**src/rtl/product_bcd_converter.sv**
```systemverilog
// Sequential binary-to-BCD converter for the 8-bit multiplier product.
// Runs an 8-step shift-and-add-3 sequence and presents registered digits with a done pulse.
module product_bcd_converter (
    input  logic       clk,
    input  logic       rst_n,
    input  logic       start,
    input  logic [3:0] product_low,
    input  logic [3:0] product_high,
    output logic       busy,
    output logic       done,
    output logic [3:0] bcd_hundreds,
    output logic [3:0] bcd_tens,
    output logic [3:0] bcd_ones
);

    typedef enum logic [0:0] {
        ST_IDLE  = 1'b0,
        ST_SHIFT = 1'b1
    } state_t;

    // Double-dabble correction for one BCD nibble.
    function automatic logic [3:0] add3_nibble(input logic [3:0] nib);
        logic [3:0] res;
        if (nib >= 4'd5) begin
            res = nib + 4'd3;
        end else begin
            res = nib;
        end
        return res;
    endfunction

    state_t      state_r;
    state_t      state_nxt_s;
    logic [19:0] shift_r;
    logic [19:0] shift_nxt_s;
    logic [19:0] shift_adj_s;
    logic [19:0] shift_step_s;
    logic [3:0]  cnt_r;
    logic [3:0]  cnt_nxt_s;
    logic [3:0]  cnt_inc_s;
    logic        busy_r;
    logic        busy_nxt_s;
    logic        done_r;
    logic        done_nxt_s;
    logic [11:0] bcd_r;
    logic [11:0] bcd_nxt_s;

    // One iteration: correct every BCD nibble, then shift the whole register left.
    always_comb begin
        shift_adj_s  = {add3_nibble(shift_r[19:16]),
                        add3_nibble(shift_r[15:12]),
                        add3_nibble(shift_r[11:8]),
                        shift_r[7:0]};
        shift_step_s = shift_adj_s << 1;
        cnt_inc_s    = cnt_r + 4'd1;
    end

    // Next-state and next-register logic.
    always_comb begin
        state_nxt_s = state_r;
        shift_nxt_s = shift_r;
        cnt_nxt_s   = cnt_r;
        busy_nxt_s  = 1'b0;
        done_nxt_s  = 1'b0;
        bcd_nxt_s   = bcd_r;
        case (state_r)
            ST_IDLE: begin
                if (start) begin
                    shift_nxt_s = {12'd0, product_high, product_low};
                    cnt_nxt_s   = 4'd0;
                    busy_nxt_s  = 1'b1;
                    state_nxt_s = ST_SHIFT;
                end else begin
                    busy_nxt_s  = 1'b0;
                end
            end
            ST_SHIFT: begin
                shift_nxt_s = shift_step_s;
                cnt_nxt_s   = cnt_inc_s;
                if (cnt_inc_s == 4'd8) begin
                    // Digits come from the post-shift BCD field of the final iteration.
                    bcd_nxt_s   = shift_step_s[19:8];
                    done_nxt_s  = 1'b1;
                    busy_nxt_s  = 1'b0;
                    state_nxt_s = ST_IDLE;
                end else begin
                    busy_nxt_s  = 1'b1;
                end
            end
            default: begin
                state_nxt_s = ST_IDLE;
                cnt_nxt_s   = 4'd0;
                shift_nxt_s = 20'd0;
            end
        endcase
    end

    // State and datapath registers.
    always_ff @(posedge clk or negedge rst_n) begin
        if (!rst_n) begin
            state_r <= ST_IDLE;
            shift_r <= 20'd0;
            cnt_r   <= 4'd0;
            busy_r  <= 1'b0;
            done_r  <= 1'b0;
            bcd_r   <= 12'd0;
        end else begin
            state_r <= state_nxt_s;
            shift_r <= shift_nxt_s;
            cnt_r   <= cnt_nxt_s;
            busy_r  <= busy_nxt_s;
            done_r  <= done_nxt_s;
            bcd_r   <= bcd_nxt_s;
        end
    end

    assign busy         = busy_r;
    assign done         = done_r;
    assign bcd_hundreds = bcd_r[11:8];
    assign bcd_tens     = bcd_r[7:4];
    assign bcd_ones     = bcd_r[3:0];

endmodule

```
**config.mk**
```make
export PLATFORM = sky130hd
export DESIGN_NAME = product_bcd_converter
export DESIGN_NICKNAME = d
export VERILOG_FILES = /design/src/rtl/product_bcd_converter.sv
export SDC_FILE = /design/constraint.sdc
export NUM_CORES = 1
export LEC_CHECK = 0
export CAP_MARGIN = 20
export CORE_MARGIN = 8
export CORE_UTILIZATION = 45
export CTS_CLUSTER_SIZE = 8
export DETAILED_ROUTE_END_ITERATION = 10
export DONT_BUFFER_PORTS = 1
export SYNTH_ARGS = -nofsm -noshare
export SYNTH_HDL_FRONTEND = slang
export SYNTH_SLANG_ARGS = --single-unit
export TNS_END_PERCENT = 100
```
**constraint.sdc**
```tcl
create_clock -name clk -period 2.4 [get_ports clk]
set_clock_uncertainty 0.2 [all_clocks]
set_input_delay 0 -clock clk [delete_from_list [all_inputs] [get_ports clk]]
set_output_delay 0 -clock clk [all_outputs]
set_load 0.02 [all_outputs]
```
# == Yosys cells after proc, flatten, opt, wreduce, memory -nomap -nowiden ==
# Index checks and enable logic that the tools add are counted.
# totals
inputBits,11
register_bits,38
output_inout_bits,14
# op_classes
muxes,12
magnitude_cmp,3
n_reduce_logical,1
n_bitwise,1
addsub,4
eq_ne,2
# op_table
cell,count
case mux 20 bit (2 select lines),1
2-to-1 mux 20 bit,1
>= comparator 4 x 3 -> 1 bit (second input constant),3
2-to-1 mux 4 bit,3
adder 4 x 2 -> 4 bit (second input constant),2
case mux 4 bit (2 select lines),1
adder 4 x 1 -> 4 bit (second input constant),1
== test 4 bit (second input constant),1
2-to-1 mux 1 bit,4
adder 3 x 2 -> 3 bit (second input constant),1
2-to-1 mux 3 bit,1
!= test 2 bit (second input constant),1
case mux 1 bit (2 select lines),1
AND reduction 2 bit,1
inverter 1 bit,1

# == Depth between registers and ports, before layout ==
# logic_depth
depth_word,4
ltp_mapped,7

# == Worst setup path after synthesis ==
# OpenSTA, ideal clock, no wires.
# synth_path
path_kind,reg2reg
from,reg cnt_r[0]
to,reg bcd_r[10]
setup_time_ns,0.125
setup_slack_ns,0.586
arrival_time_ns,1.489
path_stages_with_launch,7
synth_period_minus_slack_ns,1.814
path_cell_list,dfrtp_1 > ha_1 > xnor2_1 > and3_1 > buf_6 > buf_12 > mux2_4
# synth_between
elab_chain_cells,3
# synth_lines
item,line,text
start: declaration,38,logic [3:0] cnt_r;
start signal: assignment,110,cnt_r <= cnt_nxt_s;
adder 4 x 1 -> 4 bit,55,cnt_inc_s = cnt_r + 4'd1;
== test 4 bit,80,if (cnt_inc_s == 4'd8) begin
AND reduction 2 bit (no source line),--,
end signal: assignment,113,bcd_r <= bcd_nxt_s;
end: declaration,45,logic [11:0] bcd_r;
# No other way between the ends.
# A chain may end at the register's enable or synchronous reset.

# == Final worst setup path ==
# layout_path
from,reg cnt_r[0]
to,reg bcd_r[2]
# The elaborated chain is that of the path after synthesis.

==> summary.md <==
The run gives 1890 sq um as the cell area after technology mapping. The relative contribution of the clock network to total power was 13.5%; the detailed placer's ending HPWL was 2440 um. In the final design database the tool counted 199 nets. The die area is 6540 sq um. Headroom to the max-slew limit came out at 32.6%.

For this design, the slowest cell found on the critical path is sky130_fd_sc_hd__dfrtp_1. The run gives 0 as the quantity of gates resized following cts. The endpoint required time on the critical path was 2.37 ns; the largest fanout of any net on the critical path was 8.

Global routing consumed, over all layers together, 11.7% of the routing resources. Setup violations remaining at the end of the flow were counted as 0. The die is 80.9 um wide. The run gives 4 as the iteration count of the initial detailed-routing pass. The run gives 0.28 ns as the clock latency on the worst-skew pair. The post-placement setup slack came out at 0.501 ns. The internal portion of the total power is 1780 uW.

Global routing finished with a remaining overflow of 0. After synthesis, flip-flops and latches occupy 50.2% of the total area. Setup repair after global routing left no endpoint under its margin. The area growth from synthesis to layout is 12.8%. The setup TNS is 0 ns. In this run the critical register-to-register path is launched from cnt_r[0]$_DFFE_PN0P_.

The run gives 3450 um as the routed wire length. The tools report the startpoint class of the critical path as a register. The largest single stage delay on the critical path is 0.43 ns. For the number of antenna violations at the first check in global routing, the log shows 0.

The clock drives 38 sinks. Cell area after placement: 1920 sq um. Yosys attributes the largest share of cell area to sky130_fd_sc_hd__dfrtp_1 (50%), sky130_fd_sc_hd__mux2i_1 (9.5%), sky130_fd_sc_hd__ha_1 (5.3%).

The tools report the final antenna diode count as 0. The first element of the critical path is cnt_r[0]$_DFFE_PN0P_. The buffer type at the clock tree root was sky130_fd_sc_hd__clkbuf_8. Max-cap violations in this run came to 0. The logs give 166 for the number of instances in the synthesized netlist and 0.520 ns for the post-layout worst setup margin. The flow ran to the end, and the final reports show no timing, DRC or antenna violations. Buffers inserted during clock tree synthesis total 5. For this run, the number of Yosys warnings is 0.

Hold timing on the final database bottoms out at a slack of 0.0579 ns. The run gives 0.734 as the routability congestion estimate. Summed over all cells, the static leakage comes to 0.00106 uW. The pin slew with the least headroom to its limit is 1.01 ns.

Timing would allow up to 0.532 GHz. In this run the power density over the cells is 1370 nW/um^2. The number of nets produced by synthesis was 185. The buffer and inverter count on the worst path is 1.

The leading cell type in the layout, fill and taps excluded was sky130_fd_sc_hd__dfrtp_1. During placement, the flow inserted port buffers numbering 0. The share of the clock period used by the worst path after layout was 78.3%. TritonCTS built the clock tree.

In this run, synthesis produced a sequential element count of 38. CTS built an H-tree with a depth of 2. For this configuration, the core starts out at a cell density of 47.0%. The sequential share of power came out at 44.0%. In this run the biggest area consumer among cell types represents 50.2% of the synthesized area. Dividing the detail-routed wire length by the instance count gives 15.0 um. The multi-input combinational cell area was 847 sq um. With fillers left out, the area of the finished cells amounts to 2140 sq um. In this run, the combinational gates consume 42.4% of the power.

In this run, the number of DRC markers left after iteration 0 of detailed routing was 34. Via count: 1195. The height of the die was 80.9 um.

Final critical delay including setup and external delays: 1.88 ns. The number of vias per cell was 5.20; the fraction of final layout cells sized beyond drive strength 1 was 12.8%. After synthesis, the netlist uses 26 different library cells.

STA puts the critical path data arrival time at 1.85 ns. The largest net degree at the start of global routing is 39, and the via count of the first global-routing pass is 1295. The worst setup path is of the register to register kind. The run gives 0 as the number of remaining DRC errors.

Registers take 951 sq um. The tools report the switching power total as 1150 uW. The count of pins over their slew limit is 0, and the total of fill cells in the finished design is 370. The number of placement rows came out at 23. In the layout the commonest cells are sky130_fd_sc_hd__dfrtp_1 (38), sky130_fd_sc_hd__nand2_1 (18), sky130_fd_sc_hd__mux2i_1 (18). The worst setup path is captured at a register.

The path class of the tightest hold or removal check is input port to asynchronous set/reset pin. The number of hold violations in the final report was 0. Net switching is 39.3% of the power. Broken down by cell family, the worst path's largest delay share belongs to flip-flops. The core region is 4030 sq um. A synthesized cell averages 11.4 sq um.

The clock-pin slew on the worst setup and hold paths was 0.07 ns; the count of boundary I/O pins was 25. The first global-routing pass estimated 5990 um of wire. No sink is reached through more buffers than the 2 on the longest clock path.

The worst-case IR drop observed on VDD is 0.000547 V. The dominant cell type by area after synthesis was sky130_fd_sc_hd__dfrtp_1. In this run the remaining antenna-violating nets after routing total 0.

Walking the worst path, the cells encountered are ha_1 > xnor2_1 > and3_1 > buf_4 > mux2_2.
power groups by stage:
stage          registers, uW  logic [uW]  clock network (uW)
2_1_floorplan           1240        1060                   0
3_3_place_gp            1290        1160                   0
3_5_place_dp            1310        1220                   0
4_1_cts                 1300        1260                 412
5_1_grt                 1340        1410                 446
6_report                1290        1250                 397
timing repair:
| item | 4_1_cts | 5_1_grt |
|---|---|---|
| hold endpoints to repair | 63 | 0 |
| setup buffers | 0 | 0 |
| hold buffers | 12 | 0 |
| setup endpoints to repair | 0 | 0 |
per-stage QoR:
step | util [%] | total power (uW) | std cells
finish | 53.0 | 2940 | 230
global route | 53.0 | 3190 | 230
CTS | 53.0 | 2980 | 230
detailed placement | 47.7 | 2530 | 211
global placement | 47.7 | 2450 | 211
floorplan | - | 2300 | 166
worst min-delay path: stages:
cell,delay (ns)
sky130_fd_sc_hd__dlygate4sd3_1,0.58
sky130_fd_sc_hd__buf_12,0.11
sky130_fd_sc_hd__buf_12,0.21
cells by family after synthesis:
family | Yosys count | share of synthesized area (%)
muxes | 28 | 16.6
DFF | 38 | 50.2
adders and majority gates | 8 | 5.28
and+or+nand+nor | 45 | 12.4
buffers and inverters | 17 | 5.09
AOI/OAI and AO/OA | 26 | 8.59
xor gates and xnor gates | 4 | 1.85
path summary, 6_finish.rpt:
check                                               end  cells past startpoint  slack, ns
worst max register to register     bcd_r[2]$_DFFE_PN0P_                      5       0.52
max in group asynchronous       shift_r[19]$_DFFE_PN0P_                      3       1.75
worst min-delay path               bcd_r[7]$_DFFE_PN0P_                      3       0.06
min in group clk                 shift_r[0]$_DFFE_PN0P_                      3       0.23
worst max-delay path               bcd_r[2]$_DFFE_PN0P_                      5       0.52
worst min register to register   shift_r[4]$_DFFE_PN0P_                      2       0.29
cells in the mapped netlist:
| library cell | number |
|---|---|
| sky130_fd_sc_hd__a21o_1 | 9 |
| sky130_fd_sc_hd__a21o_2 | 1 |
| sky130_fd_sc_hd__a21oi_1 | 5 |
| sky130_fd_sc_hd__a22o_1 | 1 |
| sky130_fd_sc_hd__and3_1 | 1 |
| sky130_fd_sc_hd__buf_1 | 1 |
| sky130_fd_sc_hd__buf_12 | 1 |
| sky130_fd_sc_hd__buf_2 | 1 |
| sky130_fd_sc_hd__buf_6 | 2 |
| sky130_fd_sc_hd__clkbuf_1 | 4 |
| sky130_fd_sc_hd__dfrtp_1 | 38 |
| sky130_fd_sc_hd__ha_1 | 8 |
| sky130_fd_sc_hd__inv_1 | 8 |
| sky130_fd_sc_hd__mux2_2 | 4 |
| sky130_fd_sc_hd__mux2_4 | 6 |
| sky130_fd_sc_hd__mux2i_1 | 18 |
| sky130_fd_sc_hd__nand2_1 | 18 |
| sky130_fd_sc_hd__nand2b_1 | 6 |
| sky130_fd_sc_hd__nand3_2 | 1 |
| sky130_fd_sc_hd__nor2_1 | 6 |
| sky130_fd_sc_hd__nor3_1 | 3 |
| sky130_fd_sc_hd__nor3b_1 | 8 |
| sky130_fd_sc_hd__o21ai_0 | 9 |
| sky130_fd_sc_hd__o31ai_1 | 1 |
| sky130_fd_sc_hd__or2b_1 | 2 |
| sky130_fd_sc_hd__xnor2_1 | 4 |
area by class of cell:
class | instances | share of cell area (%)
multi-input combinational | 111 | 39.6
sequential | 38 | 44.5
timing repair buffer | 16 | 7.96
inverter | 8 | 1.41
clock buffer | 7 | 3.57
tap | 50 | 2.93
sequential cells by signal, indices dropped and copies added (netlist names):
| name | count |
|---|---|
| busy | 1 |
| cnt_r | 4 |
| shift_r | 20 |
| bcd_r | 12 |
| done | 1 |
per-layer routing:
layer  part of all wire (%)  routed length (um)  global-route usage (%)
met5                      0                   0                       0
met4                   0.99                  34                    3.21
met3                    6.3                 216                    5.52
met2                     47                1600                    18.2
met1                     46                1590                    14.3
Power figures use the tool's default switching activity.
